File: src/rtl/pll_phase_ctrl_pkg.sv
// Shared types and helpers for the PLL supervisor / phase-step controller.
package pll_phase_ctrl_pkg;

    // Supervisor FSM states.
    typedef enum logic [2:0] {
        RESET_PLL = 3'd0,
        WAIT_LOCK = 3'd1,
        IDLE      = 3'd2,
        SETUP     = 3'd3,
        STEP_HI   = 3'd4,
        STEP_LO   = 3'd5,
        SETTLE    = 3'd6
    } state_t;

    // PHASESEL encodings of the EHXPLLL outputs.
    localparam logic [1:0] CH_CLKOP  = 2'd0;
    localparam logic [1:0] CH_CLKOS  = 2'd1;
    localparam logic [1:0] CH_CLKOS2 = 2'd2;
    localparam logic [1:0] CH_CLKOS3 = 2'd3;

    // Largest of four cycle limits; sizes the shared cycle counter.
    function automatic int max4(input int a, input int b, input int c, input int d);
        int m;
        m = a;
        if (b > m) m = b;
        if (c > m) m = c;
        if (d > m) m = d;
        return m;
    endfunction

    // 8-bit increment that sticks at 255 instead of wrapping.
    function automatic logic [7:0] sat_inc8(input logic [7:0] v);
        return (v == 8'hFF) ? v : v + 8'd1;
    endfunction

endpackage

File: src/rtl/pll_phase_ctrl_lock_filter.sv
// Lock qualifier: double-flop synchroniser on the raw PLL LOCK pin followed by
// a run-length counter; lock_ok is high once lock has been seen continuously.
module pll_lock_filter #(
    parameter int LOCK_FILTER = 1024
) (
    input  logic clk,
    input  logic rst,
    input  logic pll_lock,
    output logic lock_ok
);
    localparam int CW = (LOCK_FILTER > 1) ? $clog2(LOCK_FILTER) : 1;
    localparam logic [CW-1:0] CNT_LAST = CW'(LOCK_FILTER - 1);

    logic          sync1_q, sync1_d;
    logic          lock_s_q, lock_s_d;
    logic [CW-1:0] cnt_q, cnt_d;

    // Next-state: shift the synchroniser, count consecutive high samples and
    // hold at the last value so lock_ok stays up while lock persists.
    always_comb begin
        sync1_d  = pll_lock;
        lock_s_d = sync1_q;
        cnt_d    = cnt_q;
        if (!lock_s_q) begin
            cnt_d = '0;
        end else if (cnt_q != CNT_LAST) begin
            cnt_d = cnt_q + 1'b1;
        end
    end

    // State registers.
    always_ff @(posedge clk or posedge rst) begin
        if (rst) begin
            sync1_q  <= 1'b0;
            lock_s_q <= 1'b0;
            cnt_q    <= '0;
        end else begin
            sync1_q  <= sync1_d;
            lock_s_q <= lock_s_d;
            cnt_q    <= cnt_d;
        end
    end

    assign lock_ok = lock_s_q && (cnt_q == CNT_LAST);

endmodule

File: src/rtl/pll_phase_ctrl.sv
// ECP5 EHXPLLL supervisor: sequences PLL reset, retries lock on timeout or
// loss, and turns valid/ready step requests into PHASESTEP pulse trains.
module pll_phase_ctrl
    import pll_phase_ctrl_pkg::*;
#(
    parameter int NUM_OUTPUTS   = 4,
    parameter int STEP_W        = 8,
    parameter int RST_CYCLES    = 16,
    parameter int LOCK_FILTER   = 1024,
    parameter int LOCK_TIMEOUT  = 65536,
    parameter int STEP_PULSE    = 4,
    parameter int SETTLE_CYCLES = 64
) (
    input  logic              clk,
    input  logic              reset,
    input  logic              pll_lock,
    output logic              pll_rst,
    output logic [1:0]        pll_phasesel,
    output logic              pll_phasedir,
    output logic              pll_phasestep,
    output logic              pll_phaseloadreg,
    input  logic              req_valid,
    output logic              req_ready,
    input  logic [1:0]        req_chan,
    input  logic              req_dir,
    input  logic [STEP_W-1:0] req_steps,
    output logic              req_err,
    output logic              locked,
    output logic [7:0]        relock_count
);
    localparam int CNT_TOP = max4(RST_CYCLES, LOCK_TIMEOUT, STEP_PULSE, SETTLE_CYCLES);
    localparam int CW      = (CNT_TOP > 1) ? $clog2(CNT_TOP) : 1;
    localparam logic [CW-1:0] RST_LAST     = CW'(RST_CYCLES - 1);
    localparam logic [CW-1:0] TIMEOUT_LAST = CW'(LOCK_TIMEOUT - 1);
    localparam logic [CW-1:0] PULSE_LAST   = CW'(STEP_PULSE - 1);
    localparam logic [CW-1:0] SETTLE_LAST  = CW'(SETTLE_CYCLES - 1);
    localparam logic [2:0]    NUM_OUT      = 3'(NUM_OUTPUTS);

    logic lock_ok;

    pll_lock_filter #(
        .LOCK_FILTER(LOCK_FILTER)
    ) u_lock_filter (
        .clk     (clk),
        .rst     (reset),
        .pll_lock(pll_lock),
        .lock_ok (lock_ok)
    );

    state_t            state_q, state_d;
    logic [CW-1:0]     cnt_q, cnt_d;        // shared per-state cycle counter
    logic [1:0]        chan_q, chan_d;      // latched request
    logic              dir_q, dir_d;
    logic [STEP_W-1:0] steps_q, steps_d;    // steps still to issue
    logic              pend_q, pend_d;      // request latched, not yet decoded
    logic              pll_rst_q, pll_rst_d;
    logic [1:0]        sel_q, sel_d;
    logic              pdir_q, pdir_d;
    logic              step_q, step_d;
    logic              locked_q, locked_d;
    logic              ready_q, ready_d;
    logic              err_q, err_d;
    logic [7:0]        relock_q, relock_d;

    // Next-state and registered-output logic for the supervisor FSM.
    always_comb begin
        state_d   = state_q;
        cnt_d     = cnt_q + 1'b1;
        chan_d    = chan_q;
        dir_d     = dir_q;
        steps_d   = steps_q;
        pend_d    = pend_q;
        pll_rst_d = pll_rst_q;
        sel_d     = sel_q;
        pdir_d    = pdir_q;
        step_d    = step_q;
        locked_d  = locked_q;
        ready_d   = 1'b0;
        err_d     = 1'b0;
        relock_d  = relock_q;

        case (state_q)
            RESET_PLL: begin
                pll_rst_d = 1'b1;
                if (cnt_q == RST_LAST) begin
                    state_d   = WAIT_LOCK;
                    cnt_d     = '0;
                    pll_rst_d = 1'b0;
                end
            end
            WAIT_LOCK: begin
                pll_rst_d = 1'b0;
                if (lock_ok) begin
                    state_d  = IDLE;
                    cnt_d    = '0;
                    locked_d = 1'b1;
                end else if (cnt_q == TIMEOUT_LAST) begin
                    state_d   = RESET_PLL;
                    cnt_d     = '0;
                    pll_rst_d = 1'b1;
                    relock_d  = sat_inc8(relock_q);
                end
            end
            IDLE: begin
                cnt_d = '0;
                if (pend_q) begin
                    // Decode the request latched on the previous edge.
                    pend_d = 1'b0;
                    if ({1'b0, chan_q} >= NUM_OUT) begin
                        err_d = 1'b1;
                    end else if (steps_q == '0) begin
                        state_d = SETTLE;
                    end else begin
                        sel_d   = chan_q;
                        pdir_d  = dir_q;
                        state_d = SETUP;
                    end
                end else if (req_valid && ready_q) begin
                    chan_d  = req_chan;
                    dir_d   = req_dir;
                    steps_d = req_steps;
                    pend_d  = 1'b1;
                end else begin
                    ready_d = 1'b1;
                end
            end
            SETUP: begin
                // sel/dir have been stable for a full cycle; start the first pulse.
                state_d = STEP_HI;
                cnt_d   = '0;
                step_d  = 1'b1;
            end
            STEP_HI: begin
                if (cnt_q == PULSE_LAST) begin
                    state_d = STEP_LO;
                    cnt_d   = '0;
                    step_d  = 1'b0;
                end
            end
            STEP_LO: begin
                if (cnt_q == PULSE_LAST) begin
                    cnt_d   = '0;
                    steps_d = steps_q - 1'b1;
                    if (steps_q != STEP_W'(1)) begin
                        state_d = STEP_HI;
                        step_d  = 1'b1;
                    end else begin
                        state_d = SETTLE;
                    end
                end
            end
            SETTLE: begin
                if (cnt_q == SETTLE_LAST) begin
                    state_d = IDLE;
                    cnt_d   = '0;
                end
            end
            default: begin
                state_d   = RESET_PLL;
                cnt_d     = '0;
                pll_rst_d = 1'b1;
            end
        endcase

        // Losing lock once qualified abandons any work and restarts the PLL.
        if (locked_q && !lock_ok) begin
            state_d   = RESET_PLL;
            cnt_d     = '0;
            pll_rst_d = 1'b1;
            locked_d  = 1'b0;
            step_d    = 1'b0;
            steps_d   = '0;
            pend_d    = 1'b0;
            ready_d   = 1'b0;
            err_d     = 1'b0;
            relock_d  = sat_inc8(relock_q);
        end
    end

    // All FSM state and outputs are registered here.
    always_ff @(posedge clk or posedge reset) begin
        if (reset) begin
            state_q   <= RESET_PLL;
            cnt_q     <= '0;
            chan_q    <= CH_CLKOP;
            dir_q     <= 1'b0;
            steps_q   <= '0;
            pend_q    <= 1'b0;
            pll_rst_q <= 1'b1;
            sel_q     <= CH_CLKOP;
            pdir_q    <= 1'b0;
            step_q    <= 1'b0;
            locked_q  <= 1'b0;
            ready_q   <= 1'b0;
            err_q     <= 1'b0;
            relock_q  <= 8'd0;
        end else begin
            state_q   <= state_d;
            cnt_q     <= cnt_d;
            chan_q    <= chan_d;
            dir_q     <= dir_d;
            steps_q   <= steps_d;
            pend_q    <= pend_d;
            pll_rst_q <= pll_rst_d;
            sel_q     <= sel_d;
            pdir_q    <= pdir_d;
            step_q    <= step_d;
            locked_q  <= locked_d;
            ready_q   <= ready_d;
            err_q     <= err_d;
            relock_q  <= relock_d;
        end
    end

    assign pll_rst          = pll_rst_q;
    assign pll_phasesel     = sel_q;
    assign pll_phasedir     = pdir_q;
    assign pll_phasestep    = step_q;
    assign pll_phaseloadreg = 1'b0;   // reserved; never pulsed
    assign req_ready        = ready_q;
    assign req_err          = err_q;
    assign locked           = locked_q;
    assign relock_count     = relock_q;

endmodule

File: config.mk
export PLATFORM = sky130hd
export DESIGN_NAME = pll_phase_ctrl
export DESIGN_NICKNAME = d
export VERILOG_FILES = /design/src/rtl/pll_phase_ctrl_pkg.sv /design/src/rtl/pll_phase_ctrl_lock_filter.sv /design/src/rtl/pll_phase_ctrl.sv
export SDC_FILE = /design/constraint.sdc
export NUM_CORES = 1
export LEC_CHECK = 0
export CAP_MARGIN = 10
export CORE_MARGIN = 1
export CORE_UTILIZATION = 51
export DETAILED_ROUTE_END_ITERATION = 10
export MAX_ROUTING_LAYER = met4
export PLACE_DENSITY = 0.8
export SYNTH_ARGS = -nofsm -noshare
export SYNTH_HDL_FRONTEND = slang
export SYNTH_SLANG_ARGS = --single-unit
export TNS_END_PERCENT = 5
File: constraint.sdc
create_clock -name clk -period 2.2 [get_ports clk]
set_clock_uncertainty 0.15 [all_clocks]
set_input_delay 0.44 -clock clk [delete_from_list [all_inputs] [get_ports clk]]
set_output_delay 0.44 -clock clk [all_outputs]
set_load 0.02 [all_outputs]
==> results of run 1 <==
-- cells in the mapped netlist, types with 2 or more instances --
cell type	instances	area share, %
nand4_1	9	1.8
dfrtp_1	57	46
nor4_4	2	1.4
a22oi_1	4	0.96
xor2_1	11	3.1
nand3_1	13	2.1
inv_1	9	1.1
clkbuf_1	2	0.24
nor4_2	2	0.80
buf_2	4	0.64
mux2_2	4	1.4
and3_1	7	1.4
nor2b_1	3	0.60
nand4_2	2	0.80
a221oi_1	2	0.56
a21oi_1	10	1.6
nor3_1	9	1.4
nor2_1	45	5.4
and4_1	2	0.56
xnor2_1	15	4.2
nor4_1	2	0.40
ha_1	6	2.4
o211ai_1	2	0.48
a31oi_1	4	0.80
nor3b_1	2	0.48
a211oi_1	4	0.96
nand2_1	37	4.5
buf_4	4	0.96
and2_1	2	0.40
o21ai_0	15	2.4
o41ai_2	2	1.0
-- timing repair --
action                     in CTS  in global routing
setup endpoints to repair      18                 29
pin swaps                       0                  4
buffers inserted                0                  2
resized for setup               4                 13
hold endpoints to repair        0                  0
-- stage by stage --
step	instances	hold WS (ns)	power, mW	util, %
after floorplan	321	0.181	1.13	-
after global placement	451	0.183	1.16	63.3
after detailed placement	451	0.200	1.17	63.3
after CTS	467	0.224	2.26	67.4
after global routing	469	0.230	2.32	68.5
final	469	0.227	2.24	68.5
-- cell type report --
cell class	instances	area [sq um]
inverter	11	41.3
timing repair buffer	67	601
fill	426	1860
clock inverter	5	77.6
multi-input combinational	242	1650
sequential	58	1460
tap	75	93.8
clock buffer	11	141
-- kinds of logic (layout without fill, tap and decap cells) --
logic type | count (synthesis) | after routing | share of synthesized area, %
AOI/OAI and AO/OA | 55 | 55 | 13.0
xor gates and xnor gates | 26 | 26 | 7.30
adders and majority gates | 6 | 6 | 2.41
buffers and inverters | 21 | 94 | 3.17
DFF | 58 | 58 | 46.6
muxes | 5 | 5 | 1.76
other | 1 | 2 | 0.120
and+or+nand+nor | 148 | 148 | 25.7
-- placed cells by master, fill, tap and decap left out, types with 2 or more instances in the layout --
master / count
dfrtp_1: 55
nor2_1: 45
buf_4: 36
nand2_1: 35
clkdlybuf4s50_1: 29
xnor2_1: 15
o21ai_0: 14
nand3_1: 12
xor2_1: 11
a21oi_1: 10
clkbuf_8: 10
nand4_1: 9
nor3_1: 8
inv_1: 7
and3_1: 7
a31oi_1: 4
a22oi_1: 4
mux2_2: 4
a211oi_1: 4
ha_1: 4
nor4_4: 3
nor2b_1: 3
inv_2: 3
nor4_2: 2
nand3_2: 2
and2_1: 2
nand4_4: 2
and4_1: 2
nand2_2: 2
nor3_2: 2
o211ai_1: 2
a221oi_1: 2
conb_1: 2
bufinv_16: 2
clkinv_2: 2
dfrtp_2: 2
buf_12: 2
-- metal layers --
metal  routed length (um)  part of all wire [%]  GRT usage, %
met4                  150                   2.1          11.4
met1                 3090                    43          32.0
met3                  348                   4.9          5.23
met2                 3570                    50          41.4
met5                    0                     0             -
-- sequential cells by signal, indices dropped and copies added, names as in the netlist, 2 cells and up --
register and cells:
pll_phasesel 2, cnt_q 16, state_q 3, relock_count 8, u_lock_filter.cnt_q 10, chan_q 2, steps_q 8
-- worst max-delay path, cell delays in order, from the launching register on --
cell and delay, ns:
dfrtp_1 0.42, ha_4 0.18, nand3_2 0.09, nor4_4 0.32
a31oi_2 0.15, a311oi_4 0.29, buf_4 0.19, nand4_1 0.12
xnor2_1 0.15
-- worst max path at each step --
stage,startpoint,endpoint,depth (start not counted)
2_1_floorplan,cnt_q[0]$_DFF_PP0_,relock_count[1]$_DFFE_PP0P_,6
3_3_place_gp,cnt_q[0]$_DFF_PP0_,relock_count[7]$_DFFE_PP0P_,8
6_report,cnt_q[0]$_DFF_PP0_,relock_count[7]$_DFFE_PP0P_,8
3_5_place_dp,cnt_q[8]$_DFF_PP0_,cnt_q[7]$_DFF_PP0_,7
5_1_grt,cnt_q[0]$_DFF_PP0_,relock_count[7]$_DFFE_PP0P_,8
4_1_cts,steps_q[0]$_DFFE_PP0P_,steps_q[6]$_DFFE_PP0P_,8
-- where the power goes --
part,switching (mW),internal [mW],total [mW]
logic,0.0358,0.0314,0.0672
registers,0.00547,1.07,1.08
clock network,0.433,0.665,1.10
total,0.474,1.77,2.24
==> flow_results.xml, run 1 <==
<?xml version="1.0" encoding="UTF-8"?>
<metrics>
  <group name="cells_and_area">
    <metric name="layout-drive-gt1-share" unit="%">23.4</metric>
    <metric name="stdcell_area" unit="sq um">4060</metric>
    <metric name="areaGrowthSynthToFinish" unit="%">30.0</metric>
    <metric name="design.final.nets" unit="">410</metric>
    <metric name="diodes" unit="">0</metric>
  </group>
  <group name="status">
    <metric name="status" unit="">complete, no violations</metric>
  </group>
  <group name="power_and_ir_drop">
    <metric name="power.static_leakage" unit="nW">1.81</metric>
    <metric name="ir_drop" unit="uV">364</metric>
    <metric name="power-per-cell-area" unit="nW/um^2">553</metric>
  </group>
  <group name="min_path">
    <metric name="whs_endpoint" unit="">u_lock_filter.lock_s_q$_DFF_PP0_</metric>
    <metric name="min_delay_path_depth" unit="">0</metric>
    <metric name="min_path_type" unit="">reg -&gt; reg</metric>
    <metric name="hold_start" unit="">u_lock_filter.lock_s_d$_DFF_PP0_</metric>
  </group>
  <group name="routing">
    <metric name="vias_per_cell" unit="">5.65</metric>
    <metric name="final_antenna_net_count" unit="">0</metric>
    <metric name="detail_route.wl_per_cell" unit="um">15.2</metric>
    <metric name="remaining_drc_errors" unit="">0</metric>
    <metric name="drtIter0Drc" unit="">245</metric>
    <metric name="drt_wl_total" unit="um">7150</metric>
    <metric name="detail_route.first_pass.iterations" unit="">4</metric>
    <metric name="vias" unit="">2651</metric>
  </group>
  <group name="critical_path">
    <metric name="rr_worst_depth" unit="">8</metric>
    <metric name="crit_type" unit="">reg -&gt; reg</metric>
    <metric name="reg2reg_to" unit="">relock_count[7]$_DFFE_PP0P_</metric>
    <metric name="worstPathArrival" unit="ns">2.25</metric>
    <metric name="rr_startpoint" unit="">cnt_q[0]$_DFF_PP0_</metric>
    <metric name="cp_data_required_time" unit="ns">2.27</metric>
    <metric name="critical_path.startpoint_type" unit="">register</metric>
    <metric name="critPathCaptureType" unit="">register</metric>
    <metric name="setup_slack_of_the_worst_register_to_register_path" unit="ns">0.02</metric>
    <metric name="path_max_fanout" unit="">4</metric>
  </group>
  <group name="logic_synthesis">
    <metric name="yosys.cell_types.count" unit="">59</metric>
    <metric name="yosys_warnings" unit="">0</metric>
    <metric name="asyncSetResetFlopFracSynth" unit="%">100</metric>
    <metric name="yosys_most_used_dff" unit="">dfrtp_1</metric>
    <metric name="synth.cell_area" unit="sq um">3120</metric>
    <metric name="synth-edff-count" unit="">0</metric>
    <metric name="synth_cells" unit="">320</metric>
    <metric name="synth-seq-cells" unit="">58</metric>
    <metric name="syn_avg_cell_area" unit="sq um">9.75</metric>
    <metric name="seq_area_frac_synth" unit="%">46.6</metric>
  </group>
  <group name="clock_network">
    <metric name="cts_root_buf" unit="">clkbuf_8</metric>
    <metric name="max-clock-path-buffers" unit="">2</metric>
    <metric name="cts_hold_buf" unit="">0</metric>
    <metric name="cts_tree" unit="">done</metric>
    <metric name="insertion_delay" unit="ns">0.34</metric>
    <metric name="path_clk_slew" unit="ns">0.07</metric>
    <metric name="clkSinkCount" unit="">58</metric>
    <metric name="numCtsBuffers" unit="">9</metric>
    <metric name="cts.htree.levels" unit="">3</metric>
  </group>
  <group name="timing">
    <metric name="final.min_clock_period" unit="ns">2.18</metric>
    <metric name="final_period_utilization" unit="%">98.9</metric>
    <metric name="grt_setup_unrepaired" unit="">yes</metric>
    <metric name="final.setup.tns" unit="ns">0</metric>
    <metric name="timing_max_transition_violations_final" unit="">0</metric>
    <metric name="worst_slew_pin_slew" unit="ns">0.518</metric>
    <metric name="relSlewSlack" unit="%">65.2</metric>
    <metric name="final-hold-violation-count" unit="">0</metric>
    <metric name="final-setup-viol-count" unit="">0</metric>
    <metric name="fmax" unit="MHz">460</metric>
    <metric name="postLayoutSetupSlackWorst" unit="ns">0.0240</metric>
  </group>
  <group name="grt">
    <metric name="grt_overflow_total" unit="">0</metric>
    <metric name="wire_length_of_the_first_global_routing_pass" unit="um">12200</metric>
    <metric name="grt_usage" unit="%">26.0</metric>
    <metric name="grt_max_degree" unit="">59</metric>
    <metric name="grt_antenna_before_repair" unit="">0</metric>
    <metric name="first_global_vias" unit="">2579</metric>
  </group>
  <group name="placed_design">
    <metric name="place.gp.congestion" unit="">0.871</metric>
    <metric name="post-dp-hpwl" unit="um">4930</metric>
    <metric name="place_worst_setup_slack" unit="ns">-0.0174</metric>
    <metric name="placement.io_buffers" unit="">29</metric>
    <metric name="dpl_cell_area" unit="sq um">3740</metric>
  </group>
  <group name="floorplanning">
    <metric name="num_rows" unit="">28</metric>
    <metric name="core_area" unit="sq um">5920</metric>
    <metric name="starting_density_of_the_core" unit="%">52.7</metric>
    <metric name="ios" unit="">32</metric>
    <metric name="die_height" unit="um">80.2</metric>
    <metric name="die_w" unit="um">80.2</metric>
    <metric name="die_area" unit="sq um">6430</metric>
  </group>
  <group name="run">
    <metric name="maxCapViolCount" unit="">0</metric>
  </group>
</metrics>
Note: power is estimated with default switching activity, not from simulation.
==> run 2: changes to the inputs <==
--- a/config.mk
+++ b/config.mk
@@ -8,6 +8,7 @@
 export CAP_MARGIN = 10
 export CORE_MARGIN = 1
 export CORE_UTILIZATION = 51
+export CTS_CLUSTER_DIAMETER = 200
 export DETAILED_ROUTE_END_ITERATION = 10
 export MAX_ROUTING_LAYER = met4
 export PLACE_DENSITY = 0.8
==> results of run 2 <==
Same layout as run 1: the final DEF is identical, and so are final timing and power.
